### config.mk
export PLATFORM = sky130hd
export DESIGN_NAME = calc_bcd_display
export DESIGN_NICKNAME = d
export VERILOG_FILES = /design/src/rtl/calc_bcd_display.sv
export SDC_FILE = /design/constraint.sdc
export NUM_CORES = 1
export LEC_CHECK = 0
export ABC_AREA = 1
export CORE_MARGIN = 5
export CORE_UTILIZATION = 57
export CTS_CLUSTER_DIAMETER = 200
export DETAILED_ROUTE_END_ITERATION = 16
export PLACE_DENSITY = 0.92
export SYNTH_ARGS = -nofsm -noshare
export SYNTH_HDL_FRONTEND = slang
export SYNTH_SLANG_ARGS = --single-unit
export TNS_END_PERCENT = 10
### constraint.sdc
create_clock -name clk -period 3.8 [get_ports clk]
set_input_delay 0.76 -clock clk [delete_from_list [all_inputs] [get_ports clk]]
set_output_delay 0.76 -clock clk [all_outputs]
set_load 0.05 [all_outputs]
### src/rtl/calc_bcd_display.sv
// calc_bcd_display: iterative double-dabble binary-to-BCD converter with valid/ready in, done pulse out.
// Optional seven-segment output enabled by defining CALC_BCD_SEVEN_SEG_EN.
module calc_bcd_display #(
    parameter int WIDTH  = 8,
    parameter int DIGITS = 3
) (
    input  logic                  clk,
    input  logic                  rst,
    input  logic                  enb,
    input  logic                  in_valid,
    output logic                  in_ready,
    input  logic [WIDTH-1:0]      din,
    output logic                  busy,
    output logic                  done,
    output logic [4*DIGITS-1:0]   bcd
`ifdef CALC_BCD_SEVEN_SEG_EN
    ,
    output logic [7*DIGITS-1:0]   seg
`endif
);
    localparam int SW = 4 * DIGITS;
    localparam int CW = $clog2(WIDTH + 1);

    function automatic longint unsigned pow10(input int n);
        longint unsigned p;
        p = 1;
        for (int k = 0; k < n; k++) p = p * 10;
        return p;
    endfunction

    if (pow10(DIGITS) <= (64'd1 << WIDTH) - 64'd1) begin : g_bad_digits
        $error("calc_bcd_display: DIGITS too small for WIDTH");
    end

    typedef enum logic [1:0] {IDLE, SHIFT, DONE} state_t;

    state_t          state;
    logic [WIDTH-1:0] shreg;
    logic [SW-1:0]   scratch, adj, next_scratch;
    logic [CW-1:0]   count;
    logic            last;

    // add-3 per digit on pre-shift values, no carry between digits
    for (genvar i = 0; i < DIGITS; i++) begin : g_adj
        assign adj[4*i +: 4] = scratch[4*i +: 4] >= 4'd5 ? scratch[4*i +: 4] + 4'd3 : scratch[4*i +: 4];
    end

    assign next_scratch = {adj[SW-2:0], shreg[WIDTH-1]};
    assign last         = state == SHIFT && count == CW'(WIDTH - 1);
    assign in_ready     = state == IDLE;
    assign busy         = state == SHIFT;
    assign done         = state == DONE;

    always_ff @(posedge clk) begin
        if (rst) begin
            state   <= IDLE;
            shreg   <= '0;
            scratch <= '0;
            count   <= '0;
            bcd     <= '0;
        end else if (enb) begin
            case (state)
                IDLE: if (in_valid) begin
                    shreg   <= din;
                    scratch <= '0;
                    count   <= '0;
                    state   <= SHIFT;
                end
                SHIFT: begin
                    scratch <= next_scratch;
                    shreg   <= {shreg[WIDTH-2:0], 1'b0};
                    count   <= count + CW'(1);
                    if (last) begin
                        bcd   <= next_scratch;
                        state <= DONE;
                    end
                end
                default: state <= IDLE;
            endcase
        end
    end

`ifdef CALC_BCD_SEVEN_SEG_EN
    function automatic logic [6:0] enc(input logic [3:0] d);
        case (d)
            4'd0:    return 7'h3f;
            4'd1:    return 7'h06;
            4'd2:    return 7'h5b;
            4'd3:    return 7'h4f;
            4'd4:    return 7'h66;
            4'd5:    return 7'h6d;
            4'd6:    return 7'h7d;
            4'd7:    return 7'h07;
            4'd8:    return 7'h7f;
            4'd9:    return 7'h6f;
            default: return 7'h00;
        endcase
    endfunction

    logic [7*DIGITS-1:0] seg_next;
    logic                lead;
    logic [3:0]          d;

    // blank leading zeros; the least significant digit always shows
    always_comb begin
        seg_next = '0;
        lead     = 1'b1;
        d        = '0;
        for (int k = DIGITS - 1; k >= 0; k--) begin
            d = next_scratch[4*k +: 4];
            lead = lead && d == 4'd0 && k != 0;
            seg_next[7*k +: 7] = lead ? 7'd0 : enc(d);
        end
    end

    always_ff @(posedge clk) begin
        if (rst) seg <= '0;
        else if (enb && last) seg <= seg_next;
    end
`endif
endmodule

==> impl_metrics.py <==
metrics = {
    "global_route": {
        "antenna_found_initial": 0,
        "overflow": 0,
        "grt_pass1_vias": 1636,
        "grt_max_degree": 30,
        "grt_pass1_wl_um": 7090,
        "gr-usage-all-layers_pct": 20.6,
    },
    "clock_tree": {
        "cts_tree": "done",
        "cts.hold.buffers_added": 0,
        "cts_buffer_depth": 2,
        "cts_resized": 0,
        "cts_root_buf": "clkbuf_4",
        "htreeDepth": 2,
        "clk_pin_slew_ps": 120,
        "cts_buffers": 5,
        "clk-insertion-delay-late_ps": 350,
        "post_cts_buffers": 0,
        "clkSinkCount": 38,
    },
    "logic_synthesis": {
        "postSynthCellCount": 274,
        "yosysTopAreaCell": "dfxtp_1",
        "synth_area_sq_um": 1840,
        "synth_top_area_share_pct": 41.4,
        "ys_seq_elements": 38,
        "synthTopCellsByArea": "dfxtp_1 (41%), nand2_1 (20%), a21oi_1 (8.7%), nor2_1 (5.5%), ha_1 (4.8%)",
        "ys_types": 21,
        "syn-num-nets": 293,
        "avgSynthCellArea_sq_um": 6.71,
        "ys_warn_count": 0,
        "yosysSeqAreaShare_pct": 41.4,
    },
    "timing": {
        "finalHoldViolations": 0,
        "fmaxAchievable_mhz": 374,
        "fin_crit_sh_pct": 70.3,
        "period_needed_ps": 2670,
        "relSlewSlack_pct": 52.2,
        "finalSetupViolations": 0,
        "fin_worst_skew_ps": 7.31,
        "tightestPinTransition_ps": 715,
        "fin_hold_ws_ps": 476,
        "setup-tns-final_ps": 0,
        "rsz0062_at_grt": "false",
        "slew_violations": 0,
    },
    "routing": {
        "via_per_inst": 5.27,
        "antenna_left": 0,
        "post-route-drc-count": 0,
        "wl_per_cell_um": 12.1,
        "drt-total-wl_um": 4190,
        "drtPass1Iterations": 4,
        "vias": 1823,
        "drt_iter0_markers": 161,
    },
    "power": {
        "power_uw": 698,
        "p_leak_uw": 0.000905,
        "powerDensity_nw_per_um2": 318,
        "vdd_drop_max_uv": 350,
    },
    "die": {
        "initial_core_util_pct": 59.8,
        "rows": 20,
        "dieHeight_um": 66.8,
        "die_area_sq_um": 4460,
        "die_w_um": 66.8,
        "ioPinCount": 27,
        "core_area_sq_um": 3080,
    },
    "critical_path": {
        "cp.arrival_ps": 1910,
        "startpoint_type": "flip-flop",
        "critical_path.max_stage_delay_ps": 850,
        "path_cells": "inv_2 > nor2_4 > clkdlybuf4s50_1",
        "cp_top_family": "buffers and inverters",
        "cp_num_buf_inv": 2,
        "endpoint_kind": "primary output",
        "crit_type": "flip-flop to primary output",
        "crit_fanout": 9,
        "slowest_stage": "clkdlybuf4s50_1",
        "required_ps": 3040,
    },
    "finish": {
        "drive_above_1_share_pct": 5.96,
        "area_delta_synth_final_pct": 19.1,
        "diodes": 0,
        "nets": 320,
        "utilization_pct": 71.2,
        "finalNonFillerCells": 346,
    },
    "worst_hold_path": {
        "min_path_type": "flip-flop to flip-flop",
    },
    "placed_design": {
        "dp_hpwl_um": 2870,
        "place.gp.congestion": 0.836,
        "post-place-cells": 338,
        "port-buffer-count": 26,
    },
    "job": {
        "cap_viol_max_count": 0,
    },
    "status": {
        "status": "finished clean",
    },
}
==> final cells by class <==
type	instances	area, sq um
Clock buffer	6	51.3
Multi-Input combinational cell	205	950
Clock inverter	2	12.5
Fill cell	263	887
Tap cell	44	55.1
Inverter	23	86.3
Timing Repair Buffer	28	275
Sequential cell	38	761
==> synth_stat cells (all sizes together) <==
cell	n
nor3	1
a211oi	1
nor2	30
buf	5
inv	23
o21a	1
nand3	14
dfxtp	38
ha	7
a21oi	32
or2	1
clkbuf	3
o21ai	14
nand4	5
nand2	99
==> through the flow <==
| step | worst slack (ps) | cell area, sq um |
|---|---|---|
| after floorplan | 1890 | 1840 |
| after global placement | 1370 | 2130 |
| after detailed placement | 1270 | 2130 |
| after CTS | 1130 | 2190 |
| after global routing | 1020 | 2190 |
| final | 1130 | 2190 |
==> tightest hold or removal path, cell delays in order (launching register included) <==
cell     delay [ps]
dfxtp_1         320
nand2_1          60
a21oi_1          60
==> where the power goes <==
group          total (uW)  switching (uW)  internal, uW
Sequential            408            4.21           404
Clock                 228             139          89.0
Combinational        61.0            37.5          23.5
==> logic make-up after synthesis <==
logic type      Yosys count  synth area share (%)
fa+ha+maj                 7                  4.76
compound gates           48                  13.3
simple gates            150                  33.5
flops                    38                  41.4
buf+inv                  31                  7.01
==> final timing paths <==
kind	start	to	slack (ps)	cells past startpoint
max	state[0]	busy	1130	3
min	shreg[4]	shreg[4]	480	2
max reg2reg	state[0]	scratch[9]	2110	5
min reg2reg	shreg[4]	shreg[4]	480	2
==> state kept, by name, summed over array words and instances (netlist names) <==
signal / count
scratch: 12
shreg: 8
bcd: 12
count: 4
state: 2
==> cells in the final DEF, fill, tap and decap left out <==
cell type	n
a211oi_1	1
a21oi_1	32
buf_4	2
clkbuf_4	5
clkbuf_8	1
clkdlybuf4s50_1	26
clkinv_2	1
clkinvlp_4	1
dfxtp_1	38
ha_1	7
inv_1	20
inv_2	3
nand2_1	98
nand2_2	1
nand3_1	14
nand4_1	5
nor2_1	27
nor2_2	1
nor2_4	2
nor3_1	1
o21a_1	1
o21ai_0	9
o21ai_1	5
or2_2	1
==> routing by layer <==
| metal | vias to the layer above | global-route usage (%) | wire length, um |
|---|---|---|---|
| li1 | 936 | - | - |
| met1 | 833 | 26.0 | 1820 |
| met2 | 48 | 34.3 | 2020 |
| met3 | 6 | 5.56 | 298 |
| met4 | 0 | 5.84 | 43 |
| met5 | - | 0 | 0 |
No activity file was read; power rests on OpenSTA's default activity.
